--- src/rtl/rx_decoder_8b10b.sv ---
// rtl/rx_decoder_8b10b.sv - serial 8b/10b receiver with K28.5 word alignment and disparity tracking
module rx_decoder_8b10b #(
    parameter int LOCK_COMMAS = 3,
    parameter int UNLOCK_ERRS = 4
) (
    input  logic       clk,
    input  logic       reset,
    input  logic       bitValid,
    input  logic       serialIn,
    output logic [7:0] dataOut,
    output logic       dataValid,
    output logic       commaOut,
    output logic       codeErr,
    output logic       dispErr,
    output logic       locked,
    output logic       RDout
);
    localparam logic [9:0] K28_5_NEG = 10'b0011111010;
    localparam logic [9:0] K28_5_POS = 10'b1100000101;
    localparam int CCW = $clog2(LOCK_COMMAS + 1);
    localparam int ECW = $clog2(UNLOCK_ERRS + 1);

    typedef enum logic [1:0] {HUNT, SYNC, LOCKED} state_t;

    state_t         state;
    logic [8:0]     shift_reg;
    logic [3:0]     bit_cnt;
    logic [CCW-1:0] comma_cnt;
    logic [ECW-1:0] err_cnt;

    // Lookups return {in RD- column, in RD+ column, value}; unknown codes give all zeros.
    function automatic logic [6:0] dec6(input logic [5:0] c);
        case (c)
            6'b100111: dec6 = {2'b10, 5'd0};  6'b011000: dec6 = {2'b01, 5'd0};
            6'b011101: dec6 = {2'b10, 5'd1};  6'b100010: dec6 = {2'b01, 5'd1};
            6'b101101: dec6 = {2'b10, 5'd2};  6'b010010: dec6 = {2'b01, 5'd2};
            6'b110001: dec6 = {2'b11, 5'd3};
            6'b110101: dec6 = {2'b10, 5'd4};  6'b001010: dec6 = {2'b01, 5'd4};
            6'b101001: dec6 = {2'b11, 5'd5};  6'b011001: dec6 = {2'b11, 5'd6};
            6'b111000: dec6 = {2'b10, 5'd7};  6'b000111: dec6 = {2'b01, 5'd7};
            6'b111001: dec6 = {2'b10, 5'd8};  6'b000110: dec6 = {2'b01, 5'd8};
            6'b100101: dec6 = {2'b11, 5'd9};  6'b010101: dec6 = {2'b11, 5'd10};
            6'b110100: dec6 = {2'b11, 5'd11}; 6'b001101: dec6 = {2'b11, 5'd12};
            6'b101100: dec6 = {2'b11, 5'd13}; 6'b011100: dec6 = {2'b11, 5'd14};
            6'b010111: dec6 = {2'b10, 5'd15}; 6'b101000: dec6 = {2'b01, 5'd15};
            6'b011011: dec6 = {2'b10, 5'd16}; 6'b100100: dec6 = {2'b01, 5'd16};
            6'b100011: dec6 = {2'b11, 5'd17}; 6'b010011: dec6 = {2'b11, 5'd18};
            6'b110010: dec6 = {2'b11, 5'd19}; 6'b001011: dec6 = {2'b11, 5'd20};
            6'b101010: dec6 = {2'b11, 5'd21}; 6'b011010: dec6 = {2'b11, 5'd22};
            6'b111010: dec6 = {2'b10, 5'd23}; 6'b000101: dec6 = {2'b01, 5'd23};
            6'b110011: dec6 = {2'b10, 5'd24}; 6'b001100: dec6 = {2'b01, 5'd24};
            6'b100110: dec6 = {2'b11, 5'd25}; 6'b010110: dec6 = {2'b11, 5'd26};
            6'b110110: dec6 = {2'b10, 5'd27}; 6'b001001: dec6 = {2'b01, 5'd27};
            6'b001110: dec6 = {2'b11, 5'd28};
            6'b101110: dec6 = {2'b10, 5'd29}; 6'b010001: dec6 = {2'b01, 5'd29};
            6'b011110: dec6 = {2'b10, 5'd30}; 6'b100001: dec6 = {2'b01, 5'd30};
            6'b101011: dec6 = {2'b10, 5'd31}; 6'b010100: dec6 = {2'b01, 5'd31};
            default:   dec6 = 7'd0;
        endcase
    endfunction

    function automatic logic [4:0] dec4(input logic [3:0] c);
        case (c)
            4'b1011: dec4 = {2'b10, 3'd0};  4'b0100: dec4 = {2'b01, 3'd0};
            4'b1001: dec4 = {2'b11, 3'd1};  4'b0101: dec4 = {2'b11, 3'd2};
            4'b1100: dec4 = {2'b10, 3'd3};  4'b0011: dec4 = {2'b01, 3'd3};
            4'b1101: dec4 = {2'b10, 3'd4};  4'b0010: dec4 = {2'b01, 3'd4};
            4'b1010: dec4 = {2'b11, 3'd5};  4'b0110: dec4 = {2'b11, 3'd6};
            4'b1110: dec4 = {2'b10, 3'd7};  4'b0001: dec4 = {2'b01, 3'd7};
            default: dec4 = 5'd0;
        endcase
    endfunction

    // Only a disparity of exactly +/-2 moves RD; balanced and illegal-weight blocks leave it.
    function automatic logic rd_after(input logic rd, input int ones, input int half);
        if (ones == half + 1)      rd_after = 1'b1;
        else if (ones == half - 1) rd_after = 1'b0;
        else                       rd_after = rd;
    endfunction

    logic [9:0] win;
    logic [6:0] l6;
    logic [4:0] l4;
    logic [7:0] word_data;
    logic       rd_mid, rd_next, hit4, opp4, hit6, opp6;
    logic       is_comma, code_err, disp_err, word_err, word_done;

    always_comb begin
        win       = {shift_reg, serialIn};
        l4        = dec4(win[3:0]);
        l6        = dec6(win[9:4]);
        rd_mid    = rd_after(RDout, $countones(win[3:0]), 2);
        rd_next   = rd_after(rd_mid, $countones(win[9:4]), 3);
        hit4      = RDout  ? l4[3] : l4[4];
        opp4      = RDout  ? l4[4] : l4[3];
        hit6      = rd_mid ? l6[5] : l6[6];
        opp6      = rd_mid ? l6[6] : l6[5];
        is_comma  = (win == K28_5_NEG) || (win == K28_5_POS);
        word_data = {l4[2:0], l6[4:0]};
        code_err  = !(hit4 || opp4) || !(hit6 || opp6);
        disp_err  = (!hit4 && opp4) || (!hit6 && opp6);
        if (is_comma) begin
            word_data = 8'hBC;
            code_err  = 1'b0;
            disp_err  = RDout ^ win[9];
        end
        word_err  = code_err || disp_err;
        word_done = bitValid && (bit_cnt == 4'd9);
    end

    always_ff @(posedge clk or posedge reset) begin
        if (reset) begin
            state     <= HUNT;
            shift_reg <= '0;
            bit_cnt   <= '0;
            comma_cnt <= '0;
            err_cnt   <= '0;
            dataOut   <= '0;
            dataValid <= 1'b0;
            commaOut  <= 1'b0;
            codeErr   <= 1'b0;
            dispErr   <= 1'b0;
            locked    <= 1'b0;
            RDout     <= 1'b0;
        end else begin
            dataValid <= 1'b0;
            if (bitValid) begin
                shift_reg <= win[8:0];
                bit_cnt   <= (bit_cnt == 4'd9) ? 4'd0 : bit_cnt + 4'd1;
                case (state)
                    HUNT: if (is_comma) begin
                        bit_cnt   <= 4'd0;
                        RDout     <= ~win[9];
                        comma_cnt <= CCW'(1);
                        err_cnt   <= '0;
                        if (LOCK_COMMAS == 1) begin
                            state  <= LOCKED;
                            locked <= 1'b1;
                        end else begin
                            state <= SYNC;
                        end
                    end
                    SYNC: if (word_done) begin
                        RDout <= rd_next;
                        if (word_err) begin
                            state <= HUNT;
                        end else if (is_comma) begin
                            comma_cnt <= comma_cnt + CCW'(1);
                            if (comma_cnt + CCW'(1) == CCW'(LOCK_COMMAS)) begin
                                state  <= LOCKED;
                                locked <= 1'b1;
                            end
                        end
                    end
                    LOCKED: if (word_done) begin
                        RDout     <= rd_next;
                        dataValid <= 1'b1;
                        dataOut   <= word_data;
                        commaOut  <= is_comma;
                        codeErr   <= code_err;
                        dispErr   <= disp_err;
                        if (!word_err) begin
                            err_cnt <= '0;
                        end else if (err_cnt + ECW'(1) == ECW'(UNLOCK_ERRS)) begin
                            state  <= HUNT;
                            locked <= 1'b0;
                        end else begin
                            err_cnt <= err_cnt + ECW'(1);
                        end
                    end
                    default: state <= HUNT;
                endcase
            end
        end
    end
endmodule

--- config.mk ---
export PLATFORM = sky130hd
export DESIGN_NAME = rx_decoder_8b10b
export DESIGN_NICKNAME = d
export VERILOG_FILES = /design/src/rtl/rx_decoder_8b10b.sv
export SDC_FILE = /design/constraint.sdc
export NUM_CORES = 1
export LEC_CHECK = 0
export ABC_CLOCK_PERIOD_IN_PS = 3400
export BUFFER_PORTS_ARGS = -buffer_cell sky130_fd_sc_hd__buf_2
export CORE_ASPECT_RATIO = 0.5
export CORE_UTILIZATION = 62
export DETAILED_ROUTE_END_ITERATION = 8
export GPL_ROUTABILITY_DRIVEN = 1
export PLACE_DENSITY = 0.81
export SETUP_SLACK_MARGIN = 0.5
export SLEW_MARGIN = 40
export SYNTH_ARGS = -nofsm -noshare
export SYNTH_HDL_FRONTEND = slang
export SYNTH_SLANG_ARGS = --single-unit
--- constraint.sdc ---
create_clock -name clk -period 3.4 [get_ports clk]
set_input_delay 0.68 -clock clk [delete_from_list [all_inputs] [get_ports clk]]
set_output_delay 0.68 -clock clk [all_outputs]
set_load 0.005 [all_outputs]
-- Word-level counts from Yosys, hierarchy flattened
Memories as Yosys holds them, arrays and structs flattened.
Index checks and enable logic that the tools add are counted.
- flip-flop bits (word level): 34
- latch bits: 0
- bits in writable memories: 0
- memory bits (read-only): 528
- word-level logic and storage cells: 121
- memories kept: 2
- memories (memory ; depth ; bits a word ; read ports ; clocked after Yosys merged registers in ; write ports ; RTL line ; source):
    (no name shown) ; 64 ; 7 ; 1 ; 0 ; 0 ; 33 ; case (c)
    (no name shown) ; 16 ; 5 ; 1 ; 0 ; 0 ; 63 ; case (c)
- add/subtract/negate cells: 11
- multiply operators: 0
- div/mod/pow operators: 0
- order comparisons: 0
- eq/ne operators: 23
- shifts and indexed selects: 0
- multiplexer cells: 46
- bitwise gates (word level): 2
- reduce and logical (&&, ||, !) cells: 25
- operators with widths (cell ; number):
    2-to-1 mux 1 bit ; 22
    2-to-1 mux 2 bit ; 11
    != test 2 bit, second input constant ; 8
    2-to-1 mux 3 bit ; 4
    2-to-1 mux 4 bit ; 3
    adder 1 x 1 -> 2 bit ; 5
    equality test 10 bit, second input constant ; 1
    equality test 10 x 8 -> 1 bit, second input constant ; 1
    != test 3 bit, second input constant ; 3
    AND reduction 9 bit ; 1
    2-to-1 mux 8 bit ; 1
    AND reduction 8 bit ; 1
    nonzero test 2 bit ; 4
    adder 2 x 2 -> 3 bit ; 2
    logical OR 1 bit ; 6
    one-hot mux 2 bit (3 select lines) ; 1
    one-hot mux 3 bit (2 select lines) ; 1
    AND reduction 6 bit ; 1
    AND reduction 5 bit ; 1
    adder 3 x 2 -> 4 bit ; 1
    adder 4 x 1 -> 4 bit, second input constant ; 1
    equality test 2 bit, second input constant ; 2
    equality test 4 x 2 -> 1 bit, second input constant ; 1
    equality test 4 x 3 -> 1 bit, second input constant ; 1
    other kinds (18) ; 24

-- Logic depth before layout (Yosys ltp)
Gate-level depths: netlist of the first run.
- depth in word-level cells: 14
- mapped depth: 13
- depth with buffers taken out: 11

-- Least setup slack after synthesis of the first run
OpenSTA, ideal clock, no wires.
- path type: register to register
- start point: register shift_reg[6]
- end point: register RDout
- arrival: 2.778 ns
- required time: 3.273 ns
- slack: 0.495 ns
- cell stages (with the launch flop): 14
- path buffers: 2
- path through: dfrtp_1 -> buf_4 -> inv_1 -> buf_2 -> fa_1 -> fa_1 -> inv_1 -> ha_1 -> fa_1 -> o21ai_0 -> a21oi_1 -> nand2_1 -> o21ai_0 -> o21ai_0
- longest elaborated chain between the ends: 8
- elaborated cells on any way between the ends: 14
- RTL lines (item ; RTL line ; source):
    from (decl) ; 26 ; logic [8:0] shift_reg;
    from (signal assigned) ; 128 ; shift_reg <= win[8:0];
    adder 1 x 1 -> 2 bit (not written as such) ; 93 ; rd_next = rd_after(rd_mid, $countones(win[9:4]), 3);
    adder 2 x 2 -> 3 bit (not written as such) ; 93 ;
    adder 3 x 2 -> 4 bit (not written as such) ; 93 ;
    equality test 4 x 2 -> 1 bit ; 77 ; else if (ones == half - 1) rd_after = 1'b0;
    2-to-1 mux 1 bit ; 77 ;
    2-to-1 mux 1 bit ; 76 ; if (ones == half + 1) rd_after = 1'b1;
    2-to-1 mux 1 bit ; 143, 155 ;
    one-hot mux 1 bit (2 select lines) ; 130 ; case (state)
    to (signal assigned) ; 133 ; RDout <= ~win[9];
    to (signal assigned) ; 144 ; RDout <= rd_next;
    to (signal assigned) ; 156 ; RDout <= rd_next;
    to (decl) ; 16 ; output logic RDout
Parallel ways exist; a longest one is shown, timed or not. The select of a mux whose other input is x is not followed.
A chain may end at the register's enable or synchronous reset.

-- Worst setup path in the final report of the first run
- start point: register shift_reg[3]
- end point: register RDout
Same word-level chain as after synthesis.

==> impl_metrics.json, run 1 <==
{
  "wirelength_um": 7253,
  "viasPerCell": 6.379,
  "rr_worst_depth": 11,
  "clk_pin_slew_worst_paths_ns": 0.07,
  "reg2reg_from": "shift_reg[3]",
  "wire_per_inst_um": 16.87,
  "clockBufferDepth": 2,
  "die-area_um2": 5066,
  "fmax_ghz": 0.3534,
  "synth-adder-area-share": 0.1244,
  "synth_top_family_by_area": "compound AO/OA/AOI/OAI gates",
  "final_common_cell": "nand2_1",
  "startpoint_type": "flop",
  "dpl.hpwl_um": 5241,
  "die_h_um": 50.83,
  "end_kind": "flop",
  "grt.total_usage": 0.3194,
  "max_slew_margin": 0.5246,
  "globalplace.congestion": 0.9337,
  "max_stage_delay_ns": 0.51,
  "hold_viol": 0,
  "synth_nets": 381,
  "pwr_density_cell_nw_per_um2": 572.5,
  "critical_path_required_ns": 3.58,
  "vias": 2743,
  "yosys.cell_types.count": 73,
  "cts_buffers": 5,
  "fp.dieW_um": 99.66,
  "clock-sinks": 34,
  "yosys.area_share.simple": 0.1934,
  "r2r_slack_ns": 0.57,
  "fp.coreArea_um2": 4488,
  "fillerInstances": 358,
  "yosysWarnings": 0,
  "drive_above_1_share": 0.1593,
  "finClkSkew_ns": 0.005280,
  "grt_pass1_wl_um": 12230,
  "portBuffers": 17,
  "synth_top_flop_cell": "dfrtp_1",
  "tightest_slew_ns": 0.7080,
  "final-max-slew-violation-count": 0,
  "most-common-layout-cells": "46 x nand2_1, 35 x o21ai_0, 32 x dfrtp_1, 23 x ha_1, 22 x inv_1",
  "antenna_found_initial": 0,
  "clock-root-buffer": "clkbuf_8",
  "largest_reg_flops": 9,
  "area_growth_syn_to_layout_pct": 8.125,
  "finalSetupViolCount": 0,
  "worstHoldPathType": "primary input to async pin",
  "fin_crit_sh": 0.8323,
  "diodes": 0,
  "synth_edf_count": 0,
  "cts_max_level": 2,
  "synthXorXnorAreaFrac": 0.01481,
  "syn-mean-instance-area_um2": 8.447,
  "ant_nets": 0,
  "peakVddDrop_mv": 0.4088,
  "rows": 17,
  "drt_iter0_drc": 195,
  "tns_ns": 0,
  "ys_seq_area_frac": 0.2878,
  "cp_max_fo": 8,
  "crit_chain": "inv_2 -> fa_1 -> fa_1 -> inv_1 -> ha_1 -> fa_1 -> o21ai_0 -> a21oi_1 -> nand2_1 -> o21ai_0 -> o21ai_0",
  "cp_slowest_cell": "fa_1",
  "drc": 0,
  "power_leakage_nw": 1.435,
  "nets": 396,
  "syn-cell-area_um2": 2957,
  "outcome": "finished, final reports clean",
  "dr.pass1.iters": 5,
  "min_period_ns": 2.830,
  "cp.arrival_ns": 3.01,
  "grt_pass1_vias": 2540,
  "crit_type": "flop to flop",
  "syn_inst": 350,
  "gr-total-overflow": 0,
  "pre_cts_ws_ns": 0.2913,
  "rsz0062_at_grt": "yes",
  "synth_mux_area_frac": 0.04486,
  "async_flop_share": 1.000,
  "io_pins": 18,
  "drv_cap": 0,
  "grt_max_degree": 35,
  "r2r-end": "RDout",
  "postLayoutSetupSlackWorst_ns": 0.5701,
  "synth-compound-area-share": 0.2683,
  "ys_ff_latch": 34,
  "clock_latency_ns": 0.30,
  "start_util": 0.6588,
  "tritoncts": "yes"
}
## worst max-delay path: cells and delay by family (launching register included)
kind	cells	cell delay, ns
AND/OR/NAND/NOR	1	0.06
flip-flops	1	0.41
AO/OA/AOI/OAI	4	0.42
adder cells (fa/ha/maj)	4	1.62
buffers and inverters	2	0.19
## synth_stat cells, types with 2 or more instances
library cell | count | area share
a2111oi_0 | 2 | 0.0059
a211oi_1 | 7 | 0.018
a21o_1 | 3 | 0.0076
a21oi_1 | 18 | 0.030
a2bb2oi_1 | 3 | 0.0089
a31oi_1 | 6 | 0.013
a32oi_1 | 3 | 0.0089
and2_1 | 3 | 0.0063
and3_1 | 2 | 0.0042
and4b_1 | 2 | 0.0068
buf_2 | 7 | 0.012
buf_6 | 2 | 0.0076
clkbuf_1 | 8 | 0.010
dfrtp_1 | 34 | 0.29
fa_1 | 4 | 0.027
ha_1 | 23 | 0.097
inv_1 | 24 | 0.030
mux2_2 | 4 | 0.015
mux2i_1 | 4 | 0.014
nand2_1 | 46 | 0.058
nand2b_1 | 6 | 0.013
nand3_1 | 7 | 0.012
nand3b_1 | 3 | 0.0076
nand4_1 | 3 | 0.0063
nor2_1 | 17 | 0.022
nor2b_1 | 4 | 0.0085
nor3_1 | 7 | 0.012
o211ai_1 | 9 | 0.023
o21ai_0 | 35 | 0.059
o21ai_1 | 3 | 0.0051
o21bai_1 | 2 | 0.0051
o221ai_1 | 2 | 0.0059
o22ai_1 | 2 | 0.0042
o32ai_1 | 2 | 0.0059
xnor2_1 | 5 | 0.015
## where the power goes
group / switching, mW / internal, mW / leakage [nW] / total [mW]
clock: 0.147 / 0.156 / 0.0431 / 0.303
sequential: 0.0904 / 0.464 / 0.433 / 0.554
combinational: 0.584 / 0.389 / 0.959 / 0.973
total: 0.821 / 1.01 / 1.44 / 1.83
## layer usage
layer,wire [um],vias to the layer above,track usage
met5,0,-,0
met4,144,0,0.1299
met3,533,16,0.04514
met2,3391,125,0.5345
met1,3184,1303,0.4246
li1,-,1299,-
## cells by family after synthesis
logic type / count (synthesis)
mux: 11
buf+inv: 45
fa+ha+maj: 27
simple gates: 112
xor+xnor: 5
compound gates: 116
flops: 34
## per-stage QoR
stage / hold WS (ns) / cells / utilization / power [mW] / cell area [um^2]
after global placement: 0.4495 / 422 / 0.6875 / 1.434 / 3085
after floorplan: 0.4628 / 350 / - / 1.277 / 2959
after global routing: 0.4893 / 430 / 0.7123 / 1.958 / 3197
after detailed placement: 0.4508 / 422 / 0.6875 / 1.480 / 3085
after CTS: 0.4650 / 429 / 0.7081 / 1.792 / 3178
final: 0.4635 / 430 / 0.7123 / 1.830 / 3197
## area by class of cell
type	instances	area, um^2	area share
clock buffer	6	82.58	0.02583
inverter	26	100.1	0.03131
tap	66	82.58	0.02583
multi-input combinational	271	1918	0.6000
timing repair buffer	27	160.2	0.05010
sequential	34	853.3	0.2669
## worst max-delay path by stage
stage                       from         end  slack (ns)  cells after the start
global route        shift_reg[3]       RDout        0.44                     11
floorplan           shift_reg[6]       RDout        0.54                     13
CTS                 shift_reg[4]       RDout        0.52                     11
detailed placement      serialIn  err_cnt[2]        0.29                      9
finish              shift_reg[3]       RDout        0.57                     11
global placement        serialIn  err_cnt[0]        0.43                      9
## timing repair
action                                  CTS  global route
resized for setup                         4             2
endpoints found under the setup margin    1             2
setup buffers                             1             1
hold buffers                              0             0
(Power assumes the default switching activity.)
==> run 2, diff against run 1 <==
Settings changed: ABC_CLOCK_PERIOD_IN_PS 3400 to 2900.
Clock period 3.4 ns to 2.9 ns, I/O delays scaled along.
==> run 2 against run 1 <==
Non-clock buffer count increased by 15. Routed wire length is 8.6% higher. Flip-flop and latch count unchanged. Clock-buffer cell count shrank 1. Utilization grew 5.8 points. Maximum frequency increased by 3.6%. First-iteration DRC count rose by 58%. Clock skew up 0.0059 ns. Clock power is 17% higher. Design area increased by 8.1%.
==> impl_metrics.json, run 2 (synthesized netlist as in run 1, its figures left out) <==
{
  "cts_buffers": 5,
  "clockBufferDepth": 2,
  "max_stage_delay_ns": 0.54,
  "diodes": 0,
  "start_util": 0.6588,
  "final_common_cell": "nand2_1",
  "fin_crit_sh": 0.9419,
  "power_leakage_nw": 1.521,
  "cp_slowest_cell": "fa_1",
  "grt_max_degree": 35,
  "cp_common_cell": "fa_1",
  "hold_viol": 0,
  "dpl.hpwl_um": 5256,
  "drc": 0,
  "clock_latency_ns": 0.31,
  "dr.pass1.iters": 6,
  "cp_top_family": "adder cells",
  "grt_pass1_vias": 2684,
  "fmax_ghz": 0.3661,
  "drive_above_1_share": 0.2474,
  "portBuffers": 17,
  "crit_chain": "inv_2 -> fa_1 -> fa_1 -> inv_1 -> ha_2 -> fa_1 -> a21oi_1 -> a21oi_1 -> nand2_1 -> o21ai_1 -> o21ai_1",
  "tritoncts": "yes",
  "die_h_um": 50.83,
  "tightest_slew_ns": 0.7193,
  "crit_type": "flop to flop",
  "outcome": "finished, final reports clean",
  "clock-root-buffer": "clkbuf_8",
  "max_slew_margin": 0.5170,
  "cts_max_level": 2,
  "pwr_density_cell_nw_per_um2": 672.2,
  "die-area_um2": 5066,
  "end_kind": "flop",
  "wirelength_um": 7878,
  "rows": 17,
  "area_growth_syn_to_layout_pct": 16.93,
  "vias": 2837,
  "io_pins": 18,
  "antenna_found_initial": 0,
  "largest_reg_flops": 9,
  "rsz0062_at_grt": "yes",
  "wire_per_inst_um": 17.66,
  "cp.arrival_ns": 2.92,
  "min_period_ns": 2.731,
  "final-max-slew-violation-count": 0,
  "finClkSkew_ns": 0.01115,
  "peakVddDrop_mv": 0.4820,
  "startpoint_type": "flop",
  "viasPerCell": 6.361,
  "drt_iter0_drc": 309,
  "crit_buf_inv": 2,
  "fp.dieW_um": 99.66,
  "fin_util": 0.7703,
  "fp.coreArea_um2": 4488,
  "nets": 411,
  "ant_nets": 0,
  "clk_pin_slew_worst_paths_ns": 0.08,
  "gr-total-overflow": 0,
  "critical_path_required_ns": 3.09,
  "finalSetupViolCount": 0,
  "most-common-layout-cells": "46 x nand2_1, 32 x dfrtp_1, 32 x o21ai_0, 24 x buf_4, 22 x inv_1",
  "grt.total_usage": 0.3231,
  "hold_buffers": 0,
  "whs_ns": 0.3641,
  "globalplace.congestion": 0.8514,
  "tns_ns": 0,
  "drv_cap": 0,
  "grt_pass1_wl_um": 12520,
  "cp_max_fo": 2,
  "clock-sinks": 34,
  "worstHoldPathType": "primary input to async pin",
  "fillerInstances": 291
}
## run 2: cell types whose count changed in the layout (fill, tap and decap cells not counted), sizes merged
cell,previous run,this run
clkinv,1,3
buf,27,42
clkbuf,6,5
## run 2: worst paths after layout
path	from	to	slack, ns	cells past startpoint
setup reg to reg	shift_reg[3]	RDout	0.17	11
setup / recovery	shift_reg[3]	RDout	0.17	11
hold / removal	reset	dataOut[6]	0.36	3
max in group asynchronous	reset	shift_reg[0]	2.19	3
hold reg to reg	dataOut[1]	dataOut[1]	0.47	2
min in group clk	dataOut[1]	dataOut[1]	0.47	2
## run 2: metal layers
layer  GRT usage  part of all wire
met2      0.5299              0.48
met3     0.07114             0.072
met1      0.4268              0.43
met5           0                 0
met4      0.1176             0.019
## run 2: per-stage QoR
| step | std cells | area, um^2 | total power [mW] | setup slack, ns |
|---|---|---|---|---|
| 5_1_grt | 446 | 3457 | 2.484 | 0.001227 |
| 6_report | 446 | 3457 | 2.324 | 0.1686 |
| 3_5_place_dp | 428 | 3152 | 1.792 | 0.1285 |
| 4_1_cts | 442 | 3311 | 2.202 | 0.2154 |
| 2_1_floorplan | 350 | 2988 | 1.533 | 0.1023 |
| 3_3_place_gp | 428 | 3152 | 1.740 | 0.2226 |
## run 2: final cells by class
class	count	area (um^2)	share of cell area
Inverter	26	97.59	0.02823
Sequential cell	34	853.3	0.2468
Clock buffer	5	68.82	0.01991
Multi-Input combinational cell	271	2059	0.5957
Timing Repair Buffer	42	285.3	0.08252
Tap cell	66	82.58	0.02389
Clock inverter	2	10.01	0.002895
## run 2: worst min-delay path, cell delays in order
cell   delay [ns]
buf_2        0.09
inv_1        0.04
buf_4        0.39
## run 2: repair_timing
item,4_1_cts,5_1_grt
setup endpoints to repair,9,11
setup buffers,7,4
pin swaps,6,15
resized for setup,8,23
## run 2: power breakdown
part	switching [mW]	internal [mW]	total (mW)
Clock	0.193	0.161	0.354
Sequential	0.107	0.543	0.650
Combinational	0.758	0.561	1.32
Total	1.06	1.27	2.32
==> run 3, diff against run 2 <==
Settings changed: CORE_ASPECT_RATIO 0.5 to default.
==> run 3 against run 2 <==
The flow now finishes with violations (DRC). Flip-flop and latch count stayed put. Sequential power hardly changed. Clock skew is 0.0021 ns lower. Largest cell class unchanged.
==> impl_metrics.json, run 3 (synthesized netlist as in run 1, its figures left out) <==
{
  "reg2reg_from": "shift_reg[4]",
  "rows": 24,
  "start_util": 0.6608,
  "grt_max_degree": 29,
  "io_pins": 18,
  "outcome": "finished with violations",
  "clockBufferDepth": 2,
  "clock_latency_ns": 0.30,
  "rr_worst_depth": 11,
  "max_slew_margin": 0.4958,
  "fp.coreArea_um2": 4474,
  "power.total_mw": 2.343,
  "rsz0062_at_grt": "yes",
  "diodes": 0,
  "final_common_cell": "nand2_1",
  "pwr_density_cell_nw_per_um2": 692.2,
  "clock-sinks": 34,
  "cp.arrival_ns": 2.82,
  "multi_input_area_um2": 2028,
  "worstHoldPathType": "primary input to async pin",
  "antenna_found_initial": 0,
  "viasPerCell": 6.619,
  "crit_type": "flop to flop",
  "drive_above_1_share": 0.2261,
  "violations": "DRC",
  "end_kind": "flop",
  "dr.pass1.iters": 7,
  "clk_pin_slew_worst_paths_ns": 0.08,
  "wirelength_um": 7224,
  "tritoncts": "yes",
  "tightest_slew_ns": 0.7372,
  "power_leakage_nw": 1.505,
  "min_period_ns": 2.636,
  "wire_per_inst_um": 16.88,
  "die-area_um2": 5049,
  "area_growth_syn_to_layout_pct": 14.52,
  "critical_path_required_ns": 3.08,
  "largest_reg_flops": 9,
  "ant_nets": 0,
  "clock-root-buffer": "clkbuf_8",
  "startpoint_type": "flop",
  "regArea_um2": 850.8,
  "vias": 2833,
  "cts_buffers": 5,
  "fmax_ghz": 0.3793,
  "drt_iter0_drc": 409,
  "gr-total-overflow": 0,
  "r2r-end": "RDout",
  "most-common-layout-cells": "46 x nand2_1, 34 x dfrtp_1, 32 x o21ai_0, 21 x inv_1, 20 x buf_4",
  "grt_pass1_vias": 2507,
  "fin_crit_sh": 0.9090,
  "globalplace.congestion": 0.8756,
  "drv_cap": 0,
  "finalSetupViolCount": 0,
  "portBuffers": 17,
  "cts_max_level": 2,
  "grt.total_usage": 0.2968,
  "dpl.hpwl_um": 4953,
  "final-max-slew-violation-count": 0,
  "drc": 3,
  "nets": 406,
  "r2r_slack_ns": 0.26,
  "cp_max_fo": 2,
  "grt_pass1_wl_um": 11760,
  "hold_viol": 0,
  "fillerInstances": 308,
  "peakVddDrop_mv": 0.3800,
  "finClkSkew_ns": 0.009024,
  "fp.dieW_um": 71.06,
  "tns_ns": 0,
  "die_h_um": 71.06
}
run 3: layer usage:
layer | track usage | wire (um) | vias up
met2 | 0.4583 | 3259 | 152
met3 | 0.04843 | 605 | 26
met1 | 0.4233 | 3214 | 1329
met4 | 0.1044 | 144 | 0
li1 | - | - | 1326
met5 | 0 | 0 | -
run 3: power by group:
| group | leakage, nW | switching (mW) | internal, mW |
|---|---|---|---|
| Clock | 0.0579 | 0.180 | 0.253 |
| Combinational | 1.01 | 0.732 | 0.530 |
| Sequential | 0.435 | 0.105 | 0.543 |
| Total | 1.51 | 1.02 | 1.33 |
run 3: area by class of cell:
type / count / share of cell area
clock inverters: 3 / 0.01183
inverters: 26 / 0.02882
multi-input cells: 271 / 0.5990
repair buffers: 37 / 0.06948
clock buffers: 5 / 0.02033
flip-flops and latches: 34 / 0.2513
well taps: 52 / 0.01922
run 3: per-stage QoR:
step	util	cell area, um^2	std cells	hold slack [ns]	setup slack, ns
detailed placement	0.7005	3134	414	0.4571	0.1013
floorplan	-	2988	350	0.4628	0.1023
CTS	0.7380	3302	425	0.2942	0.2233
global placement	0.7005	3134	414	0.4469	0.2250
finish	0.7567	3386	428	0.2712	0.2639
global route	0.7567	3386	428	0.3052	0.1089
run 3: worst max path at each step:
stage,startpoint,to,depth (start not counted)
2_1_floorplan,shift_reg[6],RDout,13
3_3_place_gp,serialIn,dispErr,10
3_5_place_dp,serialIn,err_cnt[2],9
4_1_cts,shift_reg[6],RDout,11
5_1_grt,shift_reg[4],RDout,11
6_report,shift_reg[4],RDout,11
run 3: what timing repair did:
| action | CTS | global route |
|---|---|---|
| setup buffers | 3 | 3 |
| setup endpoints to repair | 8 | 11 |
| pin swaps | 7 | 10 |
| endpoints found under the hold margin | 0 | 0 |
| resized for setup | 11 | 11 |
| hold buffers | 0 | 0 |
run 3: worst max-delay path, cell delays in order, from the launching register on:
cell,delay (ns)
dfrtp_1,0.36
inv_2,0.06
fa_1,0.50
fa_1,0.50
inv_1,0.04
ha_2,0.16
fa_1,0.52
o21ai_1,0.07
a21oi_1,0.13
nand2_1,0.08
o21ai_2,0.06
o21ai_1,0.06
